## config.mk

```make
export PLATFORM = sky130hd
export DESIGN_NAME = mem_access_unit
export DESIGN_NICKNAME = d
export VERILOG_FILES = /design/src/rtl/mem_access_unit.sv
export SDC_FILE = /design/constraint.sdc
export NUM_CORES = 1
export LEC_CHECK = 0
export ABC_AREA = 1
export BUFFER_PORTS_ARGS = -buffer_cell sky130_fd_sc_hd__buf_4
export CAP_MARGIN = 20
export CORE_MARGIN = 3
export CORE_UTILIZATION = 50
export CTS_CLUSTER_SIZE = 10
export DETAILED_ROUTE_END_ITERATION = 16
export HOLD_SLACK_MARGIN = 0.05
export PLACE_DENSITY = 0.89
export SLEW_MARGIN = 20
export SYNTH_ARGS = -nofsm -noshare
export SYNTH_HDL_FRONTEND = slang
export SYNTH_SLANG_ARGS = --single-unit
```

## constraint.sdc

```tcl
create_clock -name clk -period 7.5 [get_ports clk]
set_input_delay 1.125 -clock clk [delete_from_list [all_inputs] [get_ports clk]]
set_output_delay 1.125 -clock clk [all_outputs]
set_load 0.01 [all_outputs]
```

## src/rtl/mem_access_unit.sv

```systemverilog
// Load/store front end: byte/half/word requests to a word-only RAM, with RMW for sub-word stores.
// Latency: fault 1, load/word store 2, sub-word store 3 cycles; req_ready only in IDLE.
`timescale 1ns/1ps
module mem_access_unit #(
  parameter logic [31:0] DATA_BASE   = 32'h0000_1000,
  parameter int          DATA_WORDS  = 100,
  parameter logic [31:0] STACK_TOP   = 32'hFFFF_FFFC,
  parameter int          STACK_WORDS = 10
) (
  input  logic        clk,
  input  logic        rst,
  input  logic        req_valid,
  output logic        req_ready,
  input  logic        req_write,
  input  logic [1:0]  req_size,
  input  logic        req_signed,
  input  logic [31:0] req_addr,
  input  logic [31:0] req_wdata,
  output logic        rsp_valid,
  output logic        rsp_fault,
  output logic [31:0] rsp_rdata,
  output logic        mem_we,
  output logic [31:0] mem_addr,
  output logic [31:0] mem_wdata,
  input  logic [31:0] mem_rdata
);

  localparam logic [31:0] DATA_END = DATA_BASE + 32'(4 * DATA_WORDS);
  localparam logic [31:0] STACK_LO = STACK_TOP - 32'(4 * (STACK_WORDS - 1));

  typedef enum logic [2:0] {S_IDLE, S_RD, S_RMW_RD, S_WR, S_RESP, S_FAULT} state_t;

  state_t      r_state;
  state_t      w_next;
  logic [1:0]  r_size;
  logic        r_signed;
  logic [1:0]  r_lane;
  logic [15:0] r_wdata;
  logic [31:0] r_rdata;

  logic        w_accept;
  logic [31:0] w_waddr;
  logic        w_in_window;
  logic        w_fault;
  logic [7:0]  w_byte;
  logic [15:0] w_half;
  logic [31:0] w_load;
  logic [31:0] w_merge;

  assign w_accept    = req_valid && (r_state == S_IDLE);
  assign w_waddr     = {req_addr[31:2], 2'b00};
  assign w_in_window = ((w_waddr >= DATA_BASE) && (w_waddr < DATA_END)) ||
                       ((w_waddr >= STACK_LO) && (w_waddr <= STACK_TOP));
  assign w_fault     = (req_size == 2'b11) ||
                       ((req_size == 2'b01) && req_addr[0]) ||
                       ((req_size == 2'b10) && (req_addr[1:0] != 2'b00)) ||
                       !w_in_window;

  // Little-endian lane select on the word currently presented by the RAM.
  assign w_byte = mem_rdata[{r_lane, 3'b000} +: 8];
  assign w_half = mem_rdata[{r_lane[1], 4'b0000} +: 16];

  always_comb begin
    case (r_size)
      2'b00:   w_load = {{24{r_signed & w_byte[7]}}, w_byte};
      2'b01:   w_load = {{16{r_signed & w_half[15]}}, w_half};
      default: w_load = mem_rdata;
    endcase
  end

  always_comb begin
    w_merge = mem_rdata;
    if (r_size == 2'b00) begin
      w_merge[{r_lane, 3'b000} +: 8] = r_wdata[7:0];
    end else begin
      w_merge[{r_lane[1], 4'b0000} +: 16] = r_wdata;
    end
  end

  always_ff @(posedge clk or posedge rst) begin
    if (rst) begin
      r_state <= S_IDLE;
    end else begin
      r_state <= w_next;
    end
  end

  always_comb begin
    w_next = r_state;
    case (r_state)
      S_IDLE: begin
        if (w_accept) begin
          if (w_fault)                 w_next = S_FAULT;
          else if (!req_write)         w_next = S_RD;
          else if (req_size == 2'b10)  w_next = S_WR;
          else                         w_next = S_RMW_RD;
        end
      end
      S_RD:     w_next = S_RESP;
      S_RMW_RD: w_next = S_WR;
      S_WR:     w_next = S_RESP;
      default:  w_next = S_IDLE;
    endcase
  end

  always_comb begin
    req_ready = (r_state == S_IDLE);
    rsp_valid = (r_state == S_RESP) || (r_state == S_FAULT);
    rsp_fault = (r_state == S_FAULT);
    rsp_rdata = (r_state == S_RESP) ? r_rdata : 32'h0;
  end

  // mem_we is registered from the next state so the RAM sees a clean level at its negedge.
  always_ff @(posedge clk or posedge rst) begin
    if (rst) begin
      r_size    <= 2'b00;
      r_signed  <= 1'b0;
      r_lane    <= 2'b00;
      r_wdata   <= 16'h0;
      r_rdata   <= 32'h0;
      mem_we    <= 1'b0;
      mem_addr  <= 32'h0;
      mem_wdata <= 32'h0;
    end else begin
      mem_we <= (w_next == S_WR);
      if (w_accept) begin
        r_size   <= req_size;
        r_signed <= req_signed;
        r_lane   <= req_addr[1:0];
        r_wdata  <= req_wdata[15:0];
        r_rdata  <= 32'h0;
        if (!w_fault) begin
          mem_addr <= w_waddr;
          if (req_write && (req_size == 2'b10)) begin
            mem_wdata <= req_wdata;
          end
        end
      end
      if (r_state == S_RD) begin
        r_rdata <= w_load;
      end
      if (r_state == S_RMW_RD) begin
        mem_wdata <= w_merge;
      end
    end
  end

endmodule

```

==> run_results.csv, run 1 <==
group,metric,value,unit
outcome,status,"finished, final reports clean",
detailed_routing,drtIter0Drc,984,
worst_setup_path,crit_chain,"inv_1 -> nor2_1 -> nand2_1 -> nor2_1 -> buf_4",
die,num_rows,42,
sta,tightest_slew,1.08,ns
pwr,peakVddDrop,215,uV
worst_setup_path,path_delay_family,"simple AND/OR/NAND/NOR gates",
clock_tree,cts_resized,0,
worst_setup_path,critical_path_required,6.38,ns
pwr,power.density,304,mW/mm^2
sta,drv_slew,0,
clock_tree,cts.sinks,119,
flow_run,maxCapViolations,0,
synth,syn_area,0.00690,sq mm
placed_design,dpl_cell_area,0.00838,sq mm
final_layout,nets,1254,
sta,finalSetupViolCount,0,
global_routing,grt_pass1_vias,7046,
die,initial_utilization,0.517,
final_layout,antenna_cells,0,
worst_setup_path,reg2reg_depth,7,
clock_tree,h-tree-depth,4,
sta,max_freq,302,MHz
detailed_routing,wirelength,22000,um
final_layout,syn_to_final_growth,29.8,%
clock_tree,clk_pin_slew_worst_paths,0.06,ns
placed_design,post-dp-hpwl,15800,um
final_layout,fin_area,0.00896,sq mm
synth,yosys_warnings,0,
sta,finalClockSkew,0.00634,ns
clock_tree,cts.path.max_buffers,2,
detailed_routing,dr.pass1.iters,8,
worst_setup_path,regToRegStartpoint,"r_size[0]",
synth,synth_edf_count,0,
worst_setup_path,start_kind,"flop",
sta,min_period,3.31,ns
global_routing,grt_max_degree,65,
sta,fin_setup_tns,0,ns
worst_setup_path,cp_slowest_cell,"nand2_1",
worst_setup_path,critPathBufInv,2,
synth,synth_cell_types,34,
worst_setup_path,r2r_end,"mem_wdata[17]",
placed_design,place.gp.congestion,0.945,
die,dieArea,0.0153,sq mm
synth,ys_top_cells_by_area,"dfrtp_1 43%, nand2_1 15%, o21ai_0 10%, inv_1 6.5%, nor2_1 4.6%",
sta,hold_ws,0.470,ns
pwr,p_leak,0.00477,uW
synth,yosysTopAreaCellShare,0.431,
global_routing,grt-ovfl-total,0,
synth,ys_seq_area_frac,0.431,
global_routing,grt_pass1_wl,35100,um
synth,synth.largest_area_cell,"dfrtp_1",
synth,async_reset_ff_frac,1.00,
clock_tree,cts_buffers,17,
clock_tree,postCtsSetupBuffers,0,
global_routing,grtUsageTotal,0.295,
die,die_w,124,um
global_routing,antenna_found_initial,0,
detailed_routing,drc,0,
worst_setup_path,cp_num_cells,5,
detailed_routing,drt-vias-per-instance,5.57,
clock_tree,cts_tree,"done",
detailed_routing,routedWlPerCell,16.5,um
synth,yosys.cell_count.top_type,"nand2_1",
worst_setup_path,crit_arrival,2.19,ns
synth,avgSynthCellArea,7.04,sq um
sta,maxSlewHeadroom,0.279,
worst_setup_path,crit_path_end_kind,"primary output",
worst_setup_path,critPathLaunch,"r_state[2]",
worst_hold_path,min-delay-path-class,"flop to flop",
synth,ys.flop_type,"dfrtp_1",
die,io_pins,203,
worst_setup_path,crit_top_cell,"nor2_1",
synth,synth_common_cells,"279 x nand2_1, 139 x o21ai_0, 120 x inv_1",
worst_setup_path,crit_fanout,32,
synth,synth_cells,981,
final_layout,num-fill-cells,1141,
final_layout,drive_gt1_frac,0.219,
synth,ys_ff_latch,119,
die,fp.dieH,124,um
detailed_routing,route.vias.total,7441,
sta,final-hold-violation-count,0,
clock_tree,hold_buffers,0,
worst_setup_path,crit_end,"rsp_rdata[3]",
sta,period_share,0.442,
worst_setup_path,crit_type,"flop to primary output",
die,coreArea,0.0133,sq mm
placed_design,io_buffers,200,
worst_setup_path,rrSetupSlack,4.48,ns
clock_tree,insertion_delay,0.42,ns
clock_tree,root_buffer,"clkbuf_16",
worst_setup_path,max_stage_delay,0.56,ns
detailed_routing,detail-route-antenna-nets,0,
sta,rsz0062_at_grt,"false",
-- worst min-delay path, cell delays in order (launching register included) --
cell,delay [ns]
dfrtp_1,0.34
nand2_1,0.05
nand2_1,0.04
-- metal layers --
layer / vias to the layer above / wire (um) / global-route usage
met5: - / 0 / 0
li1: 3501 / - / -
met4: 0 / 826 / 0.129
met1: 3424 / 8510 / 0.390
met2: 445 / 10400 / 0.470
met3: 71 / 2260 / 0.0590
-- cells by family after synthesis --
| logic type | Yosys count | share of synthesized area |
|---|---|---|
| other cells | 1 | 0.000543 |
| simple gates | 442 | 0.260 |
| flops | 119 | 0.431 |
| compound gates | 230 | 0.190 |
| buf+inv | 184 | 0.109 |
| fa+ha+maj | 5 | 0.00906 |
-- metrics by stage --
stage / power [uW] / utilization / instances / setup slack [ns]
floorplan: 1620 / - / 982 / 3.22
global placement: 1880 / 0.628 / 1303 / 4.48
detailed placement: 1910 / 0.628 / 1303 / 4.39
CTS: 2710 / 0.671 / 1335 / 4.16
global route: 2900 / 0.671 / 1335 / 3.96
finish: 2730 / 0.671 / 1335 / 4.19
-- layout by cell type, fill, tap and decap left out, drive strengths merged --
master,Yosys,final
o21ai,146,146
a31oi,8,8
conb,1,2
o211ai,16,16
o21a,1,1
o311ai,1,1
inv,123,125
nor2,89,89
nand4,2,2
bufinv,0,1
o22ai,9,9
nand3,56,56
ha,5,5
clkinv,1,5
o221ai,22,22
a21oi,26,26
clkinvlp,0,6
dfrtp,119,119
o31ai,1,1
buf,27,205
nor3,10,10
clkbuf,33,19
nand2,284,284
or2,1,1
-- flip-flops by register name, indices dropped and copies added (netlist names) --
signal,flops
mem_addr,30
r_wdata,16
r_lane,2
mem_we,1
r_signed,1
r_size,2
r_rdata,32
r_state,3
mem_wdata,32
-- layout make-up --
type / count / area [sq um] / share of cell area
inverter: 124 / 468 / 0.0522
clock inverter: 13 / 124 / 0.0138
tap: 176 / 220 / 0.0246
multi-input combinational: 679 / 3180 / 0.355
clock buffer: 19 / 453 / 0.0506
timing repair buffer: 205 / 1540 / 0.172
sequential: 119 / 2980 / 0.332
-- power by group --
group	internal [uW]	total (uW)	switching (uW)
logic	332	1080	749
registers	764	856	91.6
clock network	475	788	313
-- worst min path at each step --
| stage | startpoint | to | slack, ns | cells after the start |
|---|---|---|---|---|
| 5_1_grt | mem_addr[12] | mem_addr[12] | 0.49 | 1 |
| 2_1_floorplan | r_wdata[10] | r_wdata[10] | 0.47 | 2 |
| 3_3_place_gp | mem_addr[21] | mem_addr[21] | 0.46 | 2 |
| 4_1_cts | mem_addr[19] | mem_addr[19] | 0.47 | 2 |
| 3_5_place_dp | mem_addr[12] | mem_addr[12] | 0.46 | 1 |
| 6_report | mem_wdata[19] | mem_wdata[19] | 0.47 | 2 |
(Power assumes the default switching activity.)
==> inputs of run 2 (changes only) <==
- clock period: 7.5 -> 3.2 ns (I/O delays scaled with it)
==> run 2 against run 1 <==
Die area unchanged. Clock power is 140% higher. Critical path depth up 5. Count of clock-buffer cells in the layout stayed put.
==> run_results.csv, run 2 (synthesis results as in run 1) <==
group,metric,value,unit
sta,rsz0062_at_grt,"false",
sta,finalClockSkew,0.00620,ns
clock_tree,h-tree-depth,4,
placed_design,post-dp-hpwl,15700,um
outcome,status,"finished, final reports clean",
clock_tree,cts_resized,0,
pwr,peakVddDrop,366,uV
global_routing,grt_pass1_wl,34400,um
pwr,switching_share,0.416,
placed_design,io_buffers,200,
final_layout,reg.largest.list,"mem_wdata (32), r_rdata (32), mem_addr (30)",
worst_setup_path,crit_path_end_kind,"flop",
clock_tree,clk_pin_slew_worst_paths,0.06,ns
sta,maxSlewHeadroom,0.336,
final_layout,fin_cells,1338,
die,coreArea,0.0133,sq mm
detailed_routing,drtIter0Drc,925,
clock_tree,insertion_delay,0.42,ns
final_layout,antenna_cells,0,
detailed_routing,routedWlPerCell,16.4,um
detailed_routing,drc,0,
die,die_w,124,um
final_layout,layout_commonest_cell,"nand2_1",
global_routing,grt_pass1_vias,6833,
clock_tree,hold_buffers,0,
final_layout,num-fill-cells,1122,
pwr,seqPwrFrac,0.310,
clock_tree,cts_buffers,17,
placed_design,place.gp.congestion,0.954,
final_layout,nets,1257,
detailed_routing,route.vias.total,7401,
die,io_pins,203,
worst_hold_path,min-delay-path-class,"primary input to asynchronous set/reset pin",
placed_design,dp_cells,1306,
worst_setup_path,start_kind,"flop",
global_routing,grt-ovfl-total,0,
sta,max_freq,354,MHz
global_routing,grtUsageTotal,0.291,
die,num_rows,42,
clock_tree,cts.sinks,119,
die,dieArea,0.0153,sq mm
die,fp.dieH,124,um
clock_tree,postCtsSetupBuffers,0,
final_layout,drive_gt1_frac,0.221,
final_layout,multi_input_area,0.00318,sq mm
sta,min_period,2.83,ns
detailed_routing,drt-vias-per-instance,5.53,
sta,tightest_slew,0.993,ns
pwr,p_leak,0.00480,uW
pwr,power.density,721,mW/mm^2
worst_setup_path,crit_arrival,3.19,ns
pwr,switchingPower,2710,uW
pwr,clockPowerShare,0.295,
worst_setup_path,critical_path_required,3.56,ns
sta,drv_slew,0,
sta,fin_setup_tns,0,ns
placed_design,pre_cts_ws,0.542,ns
pwr,combPwrFrac,0.395,
sta,final-hold-violation-count,0,
final_layout,regArea,0.00298,sq mm
global_routing,grt_max_degree,120,
flow_run,maxCapViolations,0,
final_layout,final_cell_mix,"279 x nand2_1, 206 x buf_4, 139 x o21ai_0, 119 x inv_1, 119 x dfrtp_1",
pwr,p_int,3800,uW
clock_tree,cts_tree,"done",
worst_setup_path,crit_type,"flop to flop",
worst_setup_path,crit_fanout,65,
clock_tree,cts.path.max_buffers,2,
final_layout,syn_to_final_growth,30.8,%
final_layout,fin_area,0.00903,sq mm
sta,layout_setup_ws,0.374,ns
detailed_routing,dr.pass1.iters,6,
pwr,total_power,6510,uW
global_routing,antenna_found_initial,0,
sta,period_share,0.883,
clock_tree,root_buffer,"clkbuf_16",
placed_design,dpl_cell_area,0.00843,sq mm
detailed_routing,detail-route-antenna-nets,0,
sta,finalSetupViolCount,0,
detailed_routing,wirelength,22000,um
die,initial_utilization,0.517,
## run 2: path summary, 6_finish.rpt
path	start	end	slack, ns	cells after the start
setup reg to reg	r_lane[1]	mem_wdata[27]	0.37	10
max in group asynchronous	rst	mem_wdata[27]	2.49	3
hold reg to reg	mem_addr[29]	mem_addr[29]	0.47	2
hold / removal	rst	r_rdata[2]	0.25	3
setup / recovery	r_lane[1]	mem_wdata[27]	0.37	10
min in group clk	req_signed	r_signed	0.27	3
## run 2: routing by layer
layer	vias to the layer above	wire [um]	GRT usage
met4	0	583	0.116
met5	-	0	0
met1	3433	8580	0.372
met2	410	10500	0.470
li1	3506	-	-
met3	52	2350	0.0819
## run 2: metrics by stage
stage / hold WS [ns] / utilization
floorplan: 0.474 / -
global placement: 0.455 / 0.632
detailed placement: 0.460 / 0.632
CTS: 0.256 / 0.677
global route: 0.253 / 0.677
finish: 0.246 / 0.677
## run 2: cell type report
cell class                 instances  share of cell area
multi-input combinational        679               0.352
sequential                       119               0.330
timing repair buffer             208               0.176
inverter                         124              0.0519
clock buffer                      19              0.0501
tap                              176              0.0244
clock inverter                    13              0.0163
## run 2: critical path: stages, from the launching register on
cell	delay, ns
dfrtp_1	0.37
buf_12	0.26
clkinv_1	0.47
ha_1	0.52
inv_1	0.27
nand3_1	0.17
o22ai_1	0.17
nor2_1	0.05
o21ai_0	0.26
nand3_1	0.11
nand2_1	0.09
## run 2: power groups by stage
stage / clock network [uW] / logic (uW) / registers [uW]
CTS: 1930 / 2530 / 2010
detailed placement: 0 / 2510 / 2030
floorplan: 0 / 1860 / 1940
global route: 2010 / 2860 / 2050
global placement: 0 / 2460 / 2040
finish: 1920 / 2570 / 2020
